File: config.mk
export PLATFORM = sky130hd
export DESIGN_NAME = ber_monitor_rx
export DESIGN_NICKNAME = d
export VERILOG_FILES = /design/src/rtl/ber_monitor_rx.sv
export SDC_FILE = /design/constraint.sdc
export NUM_CORES = 1
export LEC_CHECK = 0
export CAP_MARGIN = 20
export CORE_ASPECT_RATIO = 1.2
export CORE_UTILIZATION = 55
export CTS_CLUSTER_SIZE = 8
export DETAILED_ROUTE_END_ITERATION = 8
export PLACE_DENSITY = 0.81
export SLEW_MARGIN = 20
export SYNTH_ARGS = -nofsm -noshare
export SYNTH_HDL_FRONTEND = slang
export SYNTH_SLANG_ARGS = --single-unit
File: constraint.sdc
create_clock -name clk -period 4.1 [get_ports clk]
set_clock_uncertainty 0.1 [all_clocks]
set_input_delay 0.82 -clock clk [delete_from_list [all_inputs] [get_ports clk]]
set_output_delay 0.82 -clock clk [all_outputs]
set_load 0.005 [all_outputs]
File: src/rtl/ber_monitor_rx.sv
// Receive-side BER monitor: counts invalid sync headers across PCS lanes,
// declares hi_ber per observation window and keeps a saturating error total.
module ber_monitor_rx #(
    parameter int LANE_N     = 4,
    parameter int HEAD_W     = 2,
    parameter int WINDOW_CYC = 200000,
    parameter int BER_THRESH = 97,
    parameter int WIN_CNT_W  = 8,
    parameter int ERR_CNT_W  = 22
) (
    input  logic                     clk,
    input  logic                     nreset,
    input  logic [LANE_N-1:0]        valid_i,
    input  logic [LANE_N-1:0]        lock_v_i,
    input  logic [LANE_N*HEAD_W-1:0] head_i,
    input  logic                     clr_i,
    output logic                     hi_ber_o,
    output logic                     win_done_o,
    output logic [ERR_CNT_W-1:0]     ber_cnt_o
);

    localparam int TIMER_W = $clog2(WINDOW_CYC);
    localparam int BN_W    = $clog2(LANE_N + 1);
    localparam int WSUM_W  = WIN_CNT_W + BN_W;
    localparam int ESUM_W  = ERR_CNT_W + BN_W;

    typedef enum logic [1:0] {INIT, TEST, HI_BER} state_t;

    state_t               state;
    logic [TIMER_W-1:0]   timer;
    logic [WIN_CNT_W-1:0] win_cnt;
    logic [BN_W-1:0]      bad_n;
    logic                 all_lock;
    logic                 win_end;
    logic                 thresh_hit;
    logic [WSUM_W-1:0]    win_sum;
    logic [WIN_CNT_W-1:0] win_next;

    function automatic logic [ERR_CNT_W-1:0] sat_err(input logic [ESUM_W-1:0] sum);
        if (sum > ESUM_W'({ERR_CNT_W{1'b1}}))
            return {ERR_CNT_W{1'b1}};
        return sum[ERR_CNT_W-1:0];
    endfunction

    always_comb begin
        logic [HEAD_W-1:0] hd;
        bad_n = '0;
        for (int l = 0; l < LANE_N; l++) begin
            hd = head_i[l*HEAD_W +: HEAD_W];
            if (valid_i[l] && lock_v_i[l] && (hd == '0 || hd == '1))
                bad_n = bad_n + 1'b1;
        end
    end

    assign all_lock   = &lock_v_i;
    assign win_end    = (timer == TIMER_W'(WINDOW_CYC - 1));
    assign win_sum    = WSUM_W'(win_cnt) + WSUM_W'(bad_n);
    // Once the threshold is reached the window count is held there.
    assign thresh_hit = (win_sum >= WSUM_W'(BER_THRESH));
    assign win_next   = thresh_hit ? WIN_CNT_W'(BER_THRESH) : win_sum[WIN_CNT_W-1:0];

    always_ff @(posedge clk or negedge nreset) begin
        if (!nreset) begin
            state      <= INIT;
            timer      <= '0;
            win_cnt    <= '0;
            hi_ber_o   <= 1'b0;
            win_done_o <= 1'b0;
        end else begin
            win_done_o <= 1'b0;
            if (!all_lock) begin
                state    <= INIT;
                timer    <= '0;
                win_cnt  <= '0;
                hi_ber_o <= 1'b0;
            end else begin
                case (state)
                    INIT: begin
                        state    <= TEST;
                        timer    <= '0;
                        win_cnt  <= '0;
                        hi_ber_o <= 1'b0;
                    end
                    default: begin
                        win_done_o <= win_end;
                        timer      <= win_end ? '0 : timer + 1'b1;
                        win_cnt    <= win_end ? '0 : win_next;
                        if (state == TEST) begin
                            // Threshold crossing wins even on the window-end cycle.
                            if (thresh_hit) begin
                                state    <= HI_BER;
                                hi_ber_o <= 1'b1;
                            end
                        end else if (win_end && !thresh_hit) begin
                            state    <= TEST;
                            hi_ber_o <= 1'b0;
                        end
                    end
                endcase
            end
        end
    end

    always_ff @(posedge clk or negedge nreset) begin
        if (!nreset)
            ber_cnt_o <= '0;
        else if (clr_i)
            ber_cnt_o <= ERR_CNT_W'(bad_n);
        else
            ber_cnt_o <= sat_err(ESUM_W'(ber_cnt_o) + ESUM_W'(bad_n));
    end

endmodule

==> impl_metrics.env, run 1 <==
export IMPL_maxCapViolCount=0
export IMPL_clk_pin_slew_worst_paths_ps=80
export IMPL_cts_root_buf="clkbuf_8"
export IMPL_synth_nets=332
export IMPL_viasPerCell=5.67
export IMPL_post_route_cell_area_um2=3730
export IMPL_hpwlAfterDp_um=4420
export IMPL_netlist_area_leader_share_pct=45.2
export IMPL_hold_buffers=0
export IMPL_synth_top_cell_by_area="dfrtp_1"
export IMPL_design_die_area_um2=5430
export IMPL_ys_types=40
export IMPL_synth_top_family_by_area="simple AND/OR/NAND/NOR gates"
export IMPL_ys_seq_area_share_pct=45.2
export IMPL_portBuffers=42
export IMPL_synthArstFlopShare_pct=100
export IMPL_timing_final_ws_setup_ps=6.33
export IMPL_synth_avg_cell_area_um2=9.42
export IMPL_whs_ps=393
export IMPL_total_power_mw=0.954
export IMPL_ys_warn_count=0
export IMPL_grt_max_degree=33
export IMPL_cts_buffer_depth=2
export IMPL_end_kind="register"
export IMPL_grt_pass1_vias=2339
export IMPL_antenna_found_initial=0
export IMPL_grt_use_met2_pct=47.7
export IMPL_antenna_cells=0
export IMPL_regArea_um2=1280
export IMPL_die_width_um=67.4
export IMPL_routedWlPerCell_um=15.5
export IMPL_place_inst=418
export IMPL_grt_pass1_wl_um=10000
export IMPL_layoutNonFillerInstCount=428
export IMPL_cts_tree="yes"
export IMPL_insertion_delay_ps=310
export IMPL_h_tree_depth=2
export IMPL_max_freq_ghz=0.244
export IMPL_use_met3_pct=5.82
export IMPL_grt_met1_usage_pct=26.1
export IMPL_setup_worst_path_class="primary input to register"
export IMPL_chipHeight_um=80.5
export IMPL_drive_above_1_share_pct=17.7
export IMPL_vias=2428
export IMPL_multi_input_area_um2=1630
export IMPL_cts_buffers=5
export IMPL_post_route_util_pct=75.5
export IMPL_fin_setup_tns_ps=0
export IMPL_hold_viol_final=0
export IMPL_ios=43
export IMPL_num_rows=28
export IMPL_synth_cell_area_um2=2830
export IMPL_vdd_ir_drop_max_uv=238
export IMPL_synth_ff_type="dfrtp_1"
export IMPL_core_area_um2=4940
export IMPL_drt_iter0_drc=100
export IMPL_routed_wl_um=6650
export IMPL_yosys_register_bits=51
export IMPL_worst_ep_required_time_ps=4180
export IMPL_fin_nets=399
export IMPL_synth_simple_gate_area_share_pct=24.1
export IMPL_overflow=0
export IMPL_drt_pass1_iterations=4
export IMPL_grt_usage_pct=24.8
export IMPL_post_route_min_period_ps=4090
export IMPL_synth_area_leaders="dfrtp_1 (45%), xnor2_1 (5.9%), xor2_1 (5.6%)"
export IMPL_top_usage_layer="met2"
export IMPL_drv_slew=0
export IMPL_run_status="finished, final reports clean"
export IMPL_place_gp_congestion=0.874
export IMPL_hold_path_class="register to register"
export IMPL_finalSetupViolCount=0
export IMPL_worst_path_max_fanout=4
export IMPL_finalCritPeriodShare_pct=99.8
export IMPL_synth_fa_ha_area_share_pct=6.29
export IMPL_clock_sinks=51
export IMPL_synth_xor_area_share_pct=11.5
export IMPL_max_slew_margin_rel_pct=38.0
export IMPL_power_density_nw_per_um2=256
export IMPL_netlist_instances=300
export IMPL_placed_cell_area_um2=3470
export IMPL_place_ws_ps=-407
export IMPL_post_route_drc_count=0
export IMPL_synthMuxAreaShare_pct=1.46
export IMPL_tightest_slew_ps=927
export IMPL_fill_cells=347
export IMPL_ant_nets=0
export IMPL_worst_setup_path_start_kind="primary input"
export IMPL_initial_core_util_pct=57.2
export IMPL_synth_edf_count=0
export IMPL_area_growth_pct=32.0
export IMPL_p_leak_nw=1.64
export IMPL_synth_compound_area_share_pct=9.03
export IMPL_cp_data_arrival_time_ps=4180
-- final cells by class --
class	instances	share of cell area (%)
Clock buffer	6	1.95
Clock inverter	2	0.335
Inverter	10	1.01
Multi-Input combinational cell	232	43.6
Sequential cell	51	34.2
Tap cell	60	2.01
Timing Repair Buffer	67	16.9
-- layer usage --
metal	wire, um	vias up
met5	0	-
met4	229	0
met3	243	24
met2	3540	67
met1	2640	1167
li1	-	1170
-- cells in the final DEF, fill, tap and decap left out, drive strengths merged, types with 9 or more instances in the layout --
cell type / Yosys / layout
nor2: 39 / 39
nor3: 17 / 17
buf: 1 / 26
inv: 10 / 10
nand2: 25 / 25
and3: 12 / 12
nand3: 12 / 12
clkdlybuf4s50: 0 / 37
a21oi: 21 / 21
o21ai: 9 / 9
ha: 11 / 11
xnor2: 19 / 19
xor2: 18 / 18
dfrtp: 51 / 51
-- report_power, final --
group          internal (mW)  total [mW]  switching, mW  leakage [nW]
sequential             0.512       0.520        0.00874         0.706
combinational         0.0777       0.148         0.0704         0.891
clock                  0.120       0.285          0.166        0.0412
total                  0.709       0.954          0.245          1.64
-- flip-flops by register name, indices dropped and copies added (netlist names) --
name,flops
hi_ber_o,1
state,1
win_done_o,1
timer,18
win_cnt,8
ber_cnt_o,22
-- cell families (layout without fill, tap and decap cells) --
family	count (synthesis)	in the layout
AND/OR/NAND/NOR	134	134
flip-flops	51	51
AO/OA/AOI/OAI	43	43
XOR/XNOR	37	37
buffers and inverters	17	85
adder cells (fa/ha/maj)	13	13
multiplexers	4	4
other	1	1
-- cells in the mapped netlist (2+ instances only) --
cell / n
a21o_1: 3
a21oi_1: 20
a311oi_1: 4
a31oi_1: 2
and2_1: 3
and3_1: 12
and4_1: 4
clkbuf_1: 6
dfrtp_1: 51
fa_1: 2
ha_1: 11
inv_1: 10
mux2i_1: 3
nand2_1: 25
nand2b_1: 3
nand3_1: 12
nand4_1: 7
nor2_1: 39
nor2b_1: 2
nor3_1: 16
nor4b_1: 2
o21ai_0: 9
or3_1: 2
xnor2_1: 19
xor2_1: 18
-- worst max-delay path, stage by stage --
cell and delay, ps:
clkdlybuf4s50_1 470, nand3_1 120, inv_2 110, ha_4 220, xnor2_2 170, inv_1 70
ha_1 300, mux2i_1 220, inv_1 100, ha_1 300, a21o_1 190, a21oi_2 230
mux2_4 360, o22ai_4 200, o21a_4 190, o21ai_0 90
-- timing repair --
action | in CTS | in global routing
resized for setup | 10 | 26
setup buffers | 0 | 2
endpoints found under the setup margin | 22 | 30
pin swaps | 2 | 17
-- path summary, 6_finish.rpt --
kind	from	to	slack, ps	depth (start not counted)
worst min register to register	timer[0]	timer[0]	390	1
worst max register to register	timer[0]	win_cnt[3]	1620	7
max in group asynchronous	nreset	timer[13]	2690	2
worst max-delay path	lock_v_i[1]	state[0]	6	16
worst min-delay path	timer[0]	timer[0]	390	1
min in group asynchronous	nreset	ber_cnt_o[14]	460	1
Power figures use the tool's default switching activity.
==> inputs of run 2 (changes only) <==
--- a/config.mk
+++ b/config.mk
@@ -8,10 +8,11 @@
 export CAP_MARGIN = 20
 export CORE_ASPECT_RATIO = 1.2
 export CORE_UTILIZATION = 55
+export CTS_CLUSTER_DIAMETER = 60
 export CTS_CLUSTER_SIZE = 8
 export DETAILED_ROUTE_END_ITERATION = 8
 export PLACE_DENSITY = 0.81
-export SLEW_MARGIN = 20
+export SLEW_MARGIN = 5
 export SYNTH_ARGS = -nofsm -noshare
 export SYNTH_HDL_FRONTEND = slang
 export SYNTH_SLANG_ARGS = --single-unit
==> results of run 2 <==
The final DEF is identical to that of run 1; final timing and power are the same.
==> inputs of run 3 (changes only) <==
--- a/config.mk
+++ b/config.mk
@@ -5,7 +5,6 @@
 export SDC_FILE = /design/constraint.sdc
 export NUM_CORES = 1
 export LEC_CHECK = 0
-export CAP_MARGIN = 20
 export CORE_ASPECT_RATIO = 1.2
 export CORE_UTILIZATION = 55
 export CTS_CLUSTER_DIAMETER = 60
==> results of run 3 <==
The final DEF is identical to that of run 1; final timing and power are the same.
